### config.mk
export PLATFORM = sky130hd
export DESIGN_NAME = dmem_arbiter_flat
export DESIGN_NICKNAME = d
export VERILOG_FILES = /design/src/rtl/dmem_arbiter_if.sv /design/src/rtl/dmem_arbiter.sv /design/src/flat_wrapper.sv
export SDC_FILE = /design/constraint.sdc
export NUM_CORES = 1
export LEC_CHECK = 0
export ABC_AREA = 1
export CORE_AREA = 2 2 106 108
export CTS_BUF_LIST = sky130_fd_sc_hd__clkbuf_2 sky130_fd_sc_hd__clkbuf_4 sky130_fd_sc_hd__clkbuf_8
export DETAILED_ROUTE_END_ITERATION = 8
export DIE_AREA = 0 0 108 110
export DONT_BUFFER_PORTS = 1
export MAX_ROUTING_LAYER = met4
export PLACE_DENSITY = 0.44
export SYNTH_ARGS = -nofsm -noshare
export SYNTH_HDL_FRONTEND = slang
export SYNTH_SLANG_ARGS = --single-unit
### constraint.sdc
create_clock -name clk_i -period 1.78 [get_ports clk_i]
set_input_delay 0.178 -clock clk_i [delete_from_list [all_inputs] [get_ports clk_i]]
set_output_delay 0.178 -clock clk_i [all_outputs]
set_load 0.01 [all_outputs]
### src/rtl/dmem_arbiter_if.sv
// rtl/dmem_arbiter_if.sv - core / DMA / data-RAM signal bundle for dmem_arbiter
// core_err and dma_err exist only when DMEM_ARB_RANGE_CHECK_EN is defined.
interface dmem_arbiter_if #(
  parameter int ADDR_W = 10
);
  logic              core_req;
  logic              core_we;
  logic [31:0]       core_addr;
  logic [31:0]       core_wdata;
  logic [31:0]       core_rdata;
  logic              core_stall;

  logic              dma_req;
  logic              dma_we;
  logic [31:0]       dma_addr;
  logic [31:0]       dma_wdata;
  logic              dma_gnt;
  logic              dma_rvalid;
  logic [31:0]       dma_rdata;

  logic              mem_en;
  logic              mem_we;
  logic [ADDR_W-1:0] mem_addr;
  logic [31:0]       mem_wdata;
  logic [31:0]       mem_rdata;

`ifdef DMEM_ARB_RANGE_CHECK_EN
  logic              core_err;
  logic              dma_err;
`endif

  modport slave (
`ifdef DMEM_ARB_RANGE_CHECK_EN
    output core_err, dma_err,
`endif
    input  core_req, core_we, core_addr, core_wdata,
    output core_rdata, core_stall,
    input  dma_req, dma_we, dma_addr, dma_wdata,
    output dma_gnt, dma_rvalid, dma_rdata,
    output mem_en, mem_we, mem_addr, mem_wdata,
    input  mem_rdata
  );

  modport master (
`ifdef DMEM_ARB_RANGE_CHECK_EN
    input  core_err, dma_err,
`endif
    output core_req, core_we, core_addr, core_wdata,
    input  core_rdata, core_stall,
    output dma_req, dma_we, dma_addr, dma_wdata,
    input  dma_gnt, dma_rvalid, dma_rdata,
    input  mem_en, mem_we, mem_addr, mem_wdata,
    output mem_rdata
  );
endinterface

### src/rtl/dmem_arbiter.sv
// rtl/dmem_arbiter.sv - single-port data RAM arbiter: core priority, DMA starvation limit
// Optional DMEM_ARB_RANGE_CHECK_EN blocks out-of-range accesses and reports core_err/dma_err.
module dmem_arbiter #(
  parameter int ADDR_W   = 10,
  parameter int MAX_WAIT = 4
) (
  input  logic          clk_i,
  input  logic          rst_ni,
  dmem_arbiter_if.slave bus
);
  typedef enum logic [1:0] {IDLE, CORE_RESP, DMA_RESP} state_e;

  localparam logic [3:0] WAIT_MAX = 4'(MAX_WAIT);

  state_e      state_q, state_d;
  logic [3:0]  wait_cnt_q, wait_cnt_d;
  logic [31:0] rdata_q, rdata_d;
  logic [31:0] dma_rdata_q, dma_rdata_d;
  // Outstanding read was out of range and must return zero.
  logic        zero_rd_q, zero_rd_d;
  logic        dma_win;
  logic        gnt;
  logic        core_oor, dma_oor;
  logic [31:0] resp_data;

`ifdef DMEM_ARB_RANGE_CHECK_EN
  logic        core_err_q, core_err_d;
  logic        unused_addr_bits;

  assign core_oor         = |bus.core_addr[31:ADDR_W+2];
  assign dma_oor          = |bus.dma_addr[31:ADDR_W+2];
  assign unused_addr_bits = ^{bus.core_addr[1:0], bus.dma_addr[1:0]};
`else
  logic        unused_addr_bits;

  assign core_oor         = 1'b0;
  assign dma_oor          = 1'b0;
  assign unused_addr_bits = ^{bus.core_addr[31:ADDR_W+2], bus.core_addr[1:0],
                              bus.dma_addr[31:ADDR_W+2], bus.dma_addr[1:0]};
`endif

  assign dma_win   = bus.dma_req && (!bus.core_req || wait_cnt_q == WAIT_MAX);
  assign resp_data = zero_rd_q ? 32'h0 : bus.mem_rdata;

  always_ff @(posedge clk_i or negedge rst_ni) begin
    if (!rst_ni) begin
      state_q     <= IDLE;
      wait_cnt_q  <= 4'd0;
      rdata_q     <= 32'h0;
      dma_rdata_q <= 32'h0;
      zero_rd_q   <= 1'b0;
`ifdef DMEM_ARB_RANGE_CHECK_EN
      core_err_q  <= 1'b0;
`endif
    end else begin
      state_q     <= state_d;
      wait_cnt_q  <= wait_cnt_d;
      rdata_q     <= rdata_d;
      dma_rdata_q <= dma_rdata_d;
      zero_rd_q   <= zero_rd_d;
`ifdef DMEM_ARB_RANGE_CHECK_EN
      core_err_q  <= core_err_d;
`endif
    end
  end

  always_comb begin
    state_d        = state_q;
    rdata_d        = rdata_q;
    dma_rdata_d    = dma_rdata_q;
    zero_rd_d      = zero_rd_q;
    gnt            = 1'b0;
    bus.core_stall = 1'b0;
    bus.core_rdata = rdata_q;
    bus.dma_gnt    = 1'b0;
    bus.dma_rvalid = 1'b0;
    bus.dma_rdata  = dma_rdata_q;
    bus.mem_en     = 1'b0;
    bus.mem_we     = 1'b0;
    bus.mem_addr   = '0;
    bus.mem_wdata  = 32'h0;
`ifdef DMEM_ARB_RANGE_CHECK_EN
    core_err_d     = core_err_q;
    bus.dma_err    = 1'b0;
`endif

    case (state_q)
      IDLE: begin
        // Requests are ignored while reset is held so every output reads 0.
        if (rst_ni && dma_win) begin
          gnt            = 1'b1;
          bus.mem_en     = !dma_oor;
          bus.mem_we     = bus.dma_we && !dma_oor;
          bus.mem_addr   = bus.dma_addr[ADDR_W+1:2];
          bus.mem_wdata  = bus.dma_wdata;
          bus.core_stall = bus.core_req;
`ifdef DMEM_ARB_RANGE_CHECK_EN
          bus.dma_err    = dma_oor;
`endif
          if (!bus.dma_we) begin
            state_d   = DMA_RESP;
            zero_rd_d = dma_oor;
          end
        end else if (rst_ni && bus.core_req) begin
          bus.mem_en     = !core_oor;
          bus.mem_we     = bus.core_we && !core_oor;
          bus.mem_addr   = bus.core_addr[ADDR_W+1:2];
          bus.mem_wdata  = bus.core_wdata;
          bus.core_stall = !bus.core_we;
`ifdef DMEM_ARB_RANGE_CHECK_EN
          core_err_d     = core_err_q || core_oor;
`endif
          if (!bus.core_we) begin
            state_d   = CORE_RESP;
            zero_rd_d = core_oor;
          end
        end
      end
      CORE_RESP: begin
        bus.core_rdata = resp_data;
        rdata_d        = resp_data;
        state_d        = IDLE;
      end
      DMA_RESP: begin
        bus.dma_rvalid = 1'b1;
        bus.dma_rdata  = resp_data;
        dma_rdata_d    = resp_data;
        bus.core_stall = bus.core_req;
        state_d        = IDLE;
      end
      default: state_d = IDLE;
    endcase

    bus.dma_gnt = gnt;

    // Counts blocked DMA cycles, including cycles spent in a response state.
    if (!bus.dma_req || gnt)
      wait_cnt_d = 4'd0;
    else if (wait_cnt_q != WAIT_MAX)
      wait_cnt_d = wait_cnt_q + 4'd1;
    else
      wait_cnt_d = wait_cnt_q;
  end

`ifdef DMEM_ARB_RANGE_CHECK_EN
  assign bus.core_err = core_err_q;
`endif

endmodule

### src/flat_wrapper.sv
// flat-port wrapper written by rule: the top's interface ports become plain ports
module dmem_arbiter_flat 
#(
  parameter int ADDR_W   = 10,
  parameter int MAX_WAIT = 4
)
  (clk_i, rst_ni, bus_core_req, bus_core_we, bus_core_addr, bus_core_wdata, bus_core_rdata, bus_core_stall, bus_dma_req, bus_dma_we, bus_dma_addr, bus_dma_wdata, bus_dma_gnt, bus_dma_rvalid, bus_dma_rdata, bus_mem_en, bus_mem_we, bus_mem_addr, bus_mem_wdata, bus_mem_rdata);
  dmem_arbiter_if #(.ADDR_W(ADDR_W)) bus_i ();
  input  logic clk_i;
  input  logic rst_ni;
  input wire logic [$bits(bus_i.core_req)-1:0] bus_core_req;
  input wire logic [$bits(bus_i.core_we)-1:0] bus_core_we;
  input wire logic [$bits(bus_i.core_addr)-1:0] bus_core_addr;
  input wire logic [$bits(bus_i.core_wdata)-1:0] bus_core_wdata;
  output wire logic [$bits(bus_i.core_rdata)-1:0] bus_core_rdata;
  output wire logic [$bits(bus_i.core_stall)-1:0] bus_core_stall;
  input wire logic [$bits(bus_i.dma_req)-1:0] bus_dma_req;
  input wire logic [$bits(bus_i.dma_we)-1:0] bus_dma_we;
  input wire logic [$bits(bus_i.dma_addr)-1:0] bus_dma_addr;
  input wire logic [$bits(bus_i.dma_wdata)-1:0] bus_dma_wdata;
  output wire logic [$bits(bus_i.dma_gnt)-1:0] bus_dma_gnt;
  output wire logic [$bits(bus_i.dma_rvalid)-1:0] bus_dma_rvalid;
  output wire logic [$bits(bus_i.dma_rdata)-1:0] bus_dma_rdata;
  output wire logic [$bits(bus_i.mem_en)-1:0] bus_mem_en;
  output wire logic [$bits(bus_i.mem_we)-1:0] bus_mem_we;
  output wire logic [$bits(bus_i.mem_addr)-1:0] bus_mem_addr;
  output wire logic [$bits(bus_i.mem_wdata)-1:0] bus_mem_wdata;
  input wire logic [$bits(bus_i.mem_rdata)-1:0] bus_mem_rdata;
  assign bus_i.core_req = bus_core_req;
  assign bus_i.core_we = bus_core_we;
  assign bus_i.core_addr = bus_core_addr;
  assign bus_i.core_wdata = bus_core_wdata;
  assign bus_core_rdata = bus_i.core_rdata;
  assign bus_core_stall = bus_i.core_stall;
  assign bus_i.dma_req = bus_dma_req;
  assign bus_i.dma_we = bus_dma_we;
  assign bus_i.dma_addr = bus_dma_addr;
  assign bus_i.dma_wdata = bus_dma_wdata;
  assign bus_dma_gnt = bus_i.dma_gnt;
  assign bus_dma_rvalid = bus_i.dma_rvalid;
  assign bus_dma_rdata = bus_i.dma_rdata;
  assign bus_mem_en = bus_i.mem_en;
  assign bus_mem_we = bus_i.mem_we;
  assign bus_mem_addr = bus_i.mem_addr;
  assign bus_mem_wdata = bus_i.mem_wdata;
  assign bus_i.mem_rdata = bus_mem_rdata;
  dmem_arbiter #(.ADDR_W(ADDR_W), .MAX_WAIT(MAX_WAIT)) u_core (.clk_i(clk_i), .rst_ni(rst_ni), .bus(bus_i));
endmodule
==> metrics.txt, run 1 <==
Core Box Area 10700 um2; vias per inst 5.03; antenna diode count 0; vias in the first global route 2958; fin crit period 1940 ps; post-DP HPWL 6860 um; LEAKAGE 0.00258 uW; Clock Tree Buf Depth 2; top post-synthesis cells by count inv_1, nand2_1, dfrtp_1; PD cells 1010 nW/um2; top-area cell type share of the netlist area 0.490; sequential fraction of the synthesis area 0.490; clock slew at reported path FFs 80 ps; fill count 981; vias 3136; Finished Layout Cells 624; Tcrit/Tclk final 1.09; R2R cell count 9; Mapped Cells 430; GP Congestion 0.741; synth top area cells dfrtp_1, o21ai_0, o21ai_2; number of flops mapped to enable cells by yosys 0; CP Data Required Time 1600 ps; Root Driver clkbuf_8; Worst Setup Start Kind flip-flop; r2r startpoint u_core.wait_cnt_q[1]$_DFFE_PN0P_; Port Buffers 0; fin util 0.503; Post-CTS Hold Fix Bufs 1; CTS tree built; Initial DRC Count 131; WHS -475 ps; routed length per instance 18.4 um; Placed Cells 580; Die Ht 110 um; Clock Skews 6.84 ps; pin count of the biggest net entering global routing 75; initial antenna violation count 0; Synth Flop Type dfrtp_1; Critical Path End Type output port; CP max FO 9; grt ovf 0; Post-Syn Area 3580 um2; YS warnings 0; clk_lat worst skew 340 ps; Async SR Flop Fraction 1.00; Slew @ Worst Pin 394 ps; Critical Path AT 1760 ps; failing checks negative hold slack, negative setup slack; clk sinks 70; Placed Area 3950 um2; overall global routing resource usage 0.173; fmax 516 MHz; Hold Path Class in2async; first-pass GRT wire length 15400 um; Mean Syn Cell Area 8.32 um2; Final Worst Setup Slack -159 ps; dominant cell type by area after synthesis dfrtp_1; DRT antenna net count 0; Final Cell Area 5380 um2; Initial Util 0.335; H-tree Lvls 3; area grow syn2layout 50.4%; drt total wl 11500 um; flip-flop and latch count after synthesis 70; syn_nets 598; Die X 108 um; nets 647; Multi-input gate area 2030 um2; status complete, but fails checks; DIE AREA 11900 um2; Yosys cell types 24; num rows 38; Hold Violations, Final 70; 1st-pass router iterations 4; flop-to-flop setup slack 230 ps; share of cells above drive strength 1 0.432; kind of critical path reg2out; Critical R2R Capture u_core.wait_cnt_q[0]$_DFFE_PN0P_; Reg area 1750 um2; unrepaired setup endpoints after global routing yes; Max-slew headroom 0.736; Final Max Tran Viols 0; maximum VDD drop 0.579 mV; maxcap violations 0; IO Pins 277; DRC viols 0; count leader, synth inv_1; CTS Buf Count 9; Setup Viol. Count Final 45
## cell type report
type	instances	area share
tap	140	0.0326
multi-input combinational	251	0.376
clock inverter	6	0.0216
timing repair buffer	62	0.157
sequential	70	0.326
clock buffer	10	0.0256
inverter	85	0.0607
## sequential cells by signal, indices dropped and copies added, names as in the netlist
name,flops
u_core.wait_cnt_q,4
u_core.rdata_q,32
u_core.dma_rdata_q,32
u_core.state_q,2
## metal layers
metal,share of wire,track usage,up-vias
met5,0,-,-
met3,0.070,0.0464,6
li1,-,-,1480
met4,0.0071,0.0476,0
met2,0.52,0.280,141
met1,0.40,0.216,1509
## what timing repair did
action / 4_1_cts / 5_1_grt
setup buffers: 11 / 6
pin swaps: 5 / 12
gates resized for setup: 122 / 99
cloned: 8 / 6
endpoints found under the hold margin: 71 / 70
endpoints found under the setup margin: 83 / 80
## layout by cell type, fill, tap and decap left out, drive strengths merged
cell         count
xor2             2
dlygate4sd3      1
nand3           47
dfrtp           70
bufinv           3
clkbuf          15
nand4            3
ha               2
clkinv           2
and3             1
nand2           76
buf             56
a31oi            1
inv             86
o21ai          108
nor2            11
## worst max-delay path, cell delays in order, from the launching register on
cell and delay (ps):
dfrtp_1 390, inv_2 80, ha_4 140, nand3_4 90, nand2_4 100, buf_6 120
nand2_8 90, buf_12 160, nand3_2 70, o21ai_4 60, buf_6 120
## logic make-up after synthesis
kind of cell               count (synthesis)  share of synthesized area
xor gates and xnor gates                   2                    0.00490
buffers and inverters                    109                      0.128
DFF                                       70                      0.490
adders and majority gates                  2                    0.00699
and+or+nand+nor                          138                      0.179
AOI/OAI and AO/OA                        109                      0.192
## through the flow
step	hold slack (ps)	total power (uW)	setup WS [ps]	setup TNS [ps]
floorplan	-118	2980	252	0
global placement	-116	3340	70.1	0
detailed placement	-116	3380	60.7	0
CTS	-498	5300	-234	-8500
global route	-509	5770	-250	-10630
finish	-475	5430	-159	-5380
## where the power goes
| group | switching [uW] | leakage (uW) | internal, uW |
|---|---|---|---|
| Clock | 638 | 0.000127 | 982 |
| Combinational | 1050 | 0.00160 | 671 |
| Sequential | 113 | 0.000858 | 1980 |
## worst max path at each step
stage / from / end / slack, ps / depth (start not counted)
global placement: u_core.wait_cnt_q[1]$_DFFE_PN0P_ / bus_mem_wdata[31] / 70 / 8
global route: u_core.wait_cnt_q[1]$_DFFE_PN0P_ / bus_mem_addr[6] / -250 / 8
floorplan: u_core.wait_cnt_q[0]$_DFFE_PN0P_ / bus_mem_addr[3] / 250 / 7
finish: u_core.wait_cnt_q[1]$_DFFE_PN0P_ / bus_mem_wdata[28] / -160 / 10
CTS: u_core.wait_cnt_q[1]$_DFFE_PN0P_ / bus_mem_wdata[25] / -230 / 9
detailed placement: u_core.wait_cnt_q[1]$_DFFE_PN0P_ / bus_mem_addr[9] / 60 / 8
Note: power is estimated with default switching activity, not from simulation.
==> run 2, diff against run 1 <==
- ABC_AREA: 1 -> default
- HOLD_SLACK_MARGIN: default -> 0.06
- PLACE_DENSITY: 0.44 -> 0.47
- clock period: 1.78 -> 1.6 ns (I/O delays scaled with it)
==> run 2 against run 1 <==
The flow still finishes with violations (negative hold slack, negative setup slack). Clock power hardly changed. Critical path depth shrank 2. Clock-buffer cell count unchanged. Setup slack got worse by 260 ps. Critical path type unchanged. Combinational power is 34% higher. Routed wire length is 21% higher. Clock skew up 1.5 ps. Synthesized cell count down 6.3%. Non-clock buffer count rose by 76. Global-route usage up 5.2 points. Via count up 15%.
==> metrics.txt, run 2 <==
switching portion of total power 0.339; grt ovf 0; PD cells 980 nW/um2; post-DP HPWL 7400 um; Final Worst Setup Slack -415 ps; Tcrit/Tclk final 1.26; fmax 496 MHz; drt total wl 13900 um; Crit-path slowest cell dfrtp_1; Detail Route met2 WL 7480 um; area grow syn2layout 77.7%; nets 680; Post-Syn Area 3650 um2; maxcap violations 0; YS warnings 0; failing checks negative hold slack, negative setup slack; most frequent CP cell o21ai_4; 1st-pass router iterations 4; Worst Setup Start Kind flip-flop; Slew @ Worst Pin 319 ps; DRC viols 0; fin crit period 2020 ps; Flop pwr share 0.384; Mapped Cells 403; top post-synthesis cells by count nand2_1, dfrtp_1, o2111ai_1; CP Data Required Time 1440 ps; clk_lat worst skew 340 ps; Root Driver clkbuf_8; commonest non-fill, non-tap cells in the layout dfrtp_1, nand2_4, nand2_1, buf_4, dlygate4sd3_1; Fin Setup TNS -26660 ps; CTS tree built; R2R cell count 8; Die X 108 um; met1 WL 5450 um; initial antenna violation count 0; first-pass GRT wire length 19700 um; GP Congestion 0.764; synth top area cells dfrtp_1, nand2_1, o2111ai_1; Yosys cell types 35; Initial Util 0.342; IO Pins 277; worst-path cell chain inv_2 -> ha_4 -> and3b_2 -> o21ai_4 -> buf_6 -> buf_16 -> buf_4 -> o21ai_4; number of flops mapped to enable cells by yosys 0; DIE AREA 11900 um2; clock power share 0.254; CP peak stage delay 390 ps; Post-CTS Hold Fix Bufs 36; fill count 858; Initial DRC Count 175; Async SR Flop Fraction 1.00; DRT antenna net count 0; Clock Skews 8.34 ps; Switch Pwr 2160 uW; Clock Tree Buf Depth 2; num rows 38; LEAKAGE 0.00279 uW; H-tree Lvls 3; Mean Syn Cell Area 9.07 um2; clock slew at reported path FFs 80 ps; Int Power 4200 uW; dominant cell type by area after synthesis dfrtp_1; Placed Cells 565; sequential fraction of the synthesis area 0.479; maximum VDD drop 0.544 mV; Finished Layout Cells 657; Die Ht 110 um; clk sinks 70; Port Buffers 0; vias in the first global route 3631; overall global routing resource usage 0.225; WHS -495 ps; count leader, synth nand2_1; Max-slew headroom 0.787; unrepaired setup endpoints after global routing yes; wire length on met3 876 um; share of cells above drive strength 1 0.576; vias per inst 5.47; Synth Flop Type dfrtp_1; antenna diode count 0; CP max FO 7; Core Box Area 10700 um2; Hold Path Class in2async; Final Max Tran Viols 0; CTS Buf Count 9; syn_nets 571; most common cell after layout, fill and taps aside dfrtp_1; pin count of the biggest net entering global routing 74; Critical Path AT 1860 ps; Critical Path End Type output port; top sig layer met4; vias 3596; Setup Viol. Count Final 111; status complete, but fails checks; routed length per instance 21.2 um; kind of critical path reg2out; Comb power frac 0.362; flip-flop and latch count after synthesis 70; fin util 0.607; top-area cell type share of the netlist area 0.479; Hold Violations, Final 70; top flop regs u_core.dma_rdata_q (32), u_core.rdata_q (32), u_core.wait_cnt_q (4)
run 2: cell count changes after synthesis, moves of 5 or more:
cell       previous run  this run
o21ai_0              66        40
nor2_1                8         3
nand2_1              74       143
inv_1                84         4
clkbuf_1              8        16
o2111ai_1             0        43
nand3_1              46         1
mux2_2                0        30
o21ai_2              37         1
run 2: repair_timing:
| item | 4_1_cts | 5_1_grt |
|---|---|---|
| gates cloned | 12 | 3 |
| pin swaps | 39 | 80 |
| setup buffers | 21 | 12 |
| endpoints found under the setup margin | 111 | 144 |
| hold endpoints to repair | 139 | 70 |
| gates resized for setup | 210 | 145 |
run 2: critical path, delay by kind of cell (launching register included):
kind / cells / cell delay (ps)
compound gates: 2 / 240
fa+ha+maj: 1 / 150
buf+inv: 4 / 520
flops: 1 / 390
simple gates: 1 / 210
run 2: stage by stage:
step / power, uW / setup WS, ps / hold slack, ps / cell area [um2]
final: 6360 / -415 / -495 / 6490
after detailed placement: 3710 / -167 / -134 / 4250
after global routing: 6690 / -504 / -537 / 6490
after floorplan: 3320 / 9.74 / -136 / 3660
after global placement: 3670 / -162 / -134 / 4250
after CTS: 5960 / -470 / -525 / 5900
run 2: worst paths after layout:
kind                                                        from                               end  slack (ps)
worst max register to register  u_core.wait_cnt_q[1]$_DFFE_PN0P_     u_core.state_q[1]$_DFFE_PN0P_          20
worst max-delay path            u_core.wait_cnt_q[0]$_DFFE_PN0P_                  bus_mem_wdata[3]        -420
max in group asynchronous                                 rst_ni     u_core.state_q[1]$_DFFE_PN0P_        1990
worst min-delay path                                      rst_ni       u_core.rdata_q[2]$_DFF_PN0_        -490
min in group clk_i                                  bus_core_req  u_core.wait_cnt_q[3]$_DFFE_PN0P_         120
worst min register to register  u_core.dma_rdata_q[15]$_DFF_PN0_  u_core.dma_rdata_q[15]$_DFF_PN0_         500
run 2: kinds of logic (layout without fill, tap and decap cells):
kind of cell,count (synthesis),in the layout,synth area share
adder cells (fa/ha/maj),2,2,0.00685
AND/OR/NAND/NOR,155,155,0.170
AO/OA/AOI/OAI,97,97,0.182
flip-flops,70,70,0.479
XOR/XNOR,1,1,0.00240
buffers and inverters,45,159,0.0579
multiplexers,33,33,0.101
run 2: power by group through the flow:
stage	registers, uW	logic [uW]	clock network (uW)
2_1_floorplan	2310	1010	0
3_3_place_gp	2320	1340	0
3_5_place_dp	2340	1370	0
4_1_cts	2350	1960	1660
5_1_grt	2480	2450	1750
6_report	2450	2300	1610
run 2: area by class of cell:
type                            instances  area, um2  share of cell area
Sequential cell                        70       1750               0.270
Tap cell                              140        175              0.0270
Inverter                                5       26.3             0.00405
Clock inverter                          6       93.8              0.0145
Multi-Input combinational cell        288       2740               0.422
Clock buffer                           10        131              0.0202
Timing Repair Buffer                  138       1580               0.243
run 2: per-layer routing:
metal | track usage | up-vias
met4 | 0.0586 | 0
met2 | 0.385 | 159
met5 | - | -
met3 | 0.0541 | 8
li1 | - | 1644
met1 | 0.268 | 1785
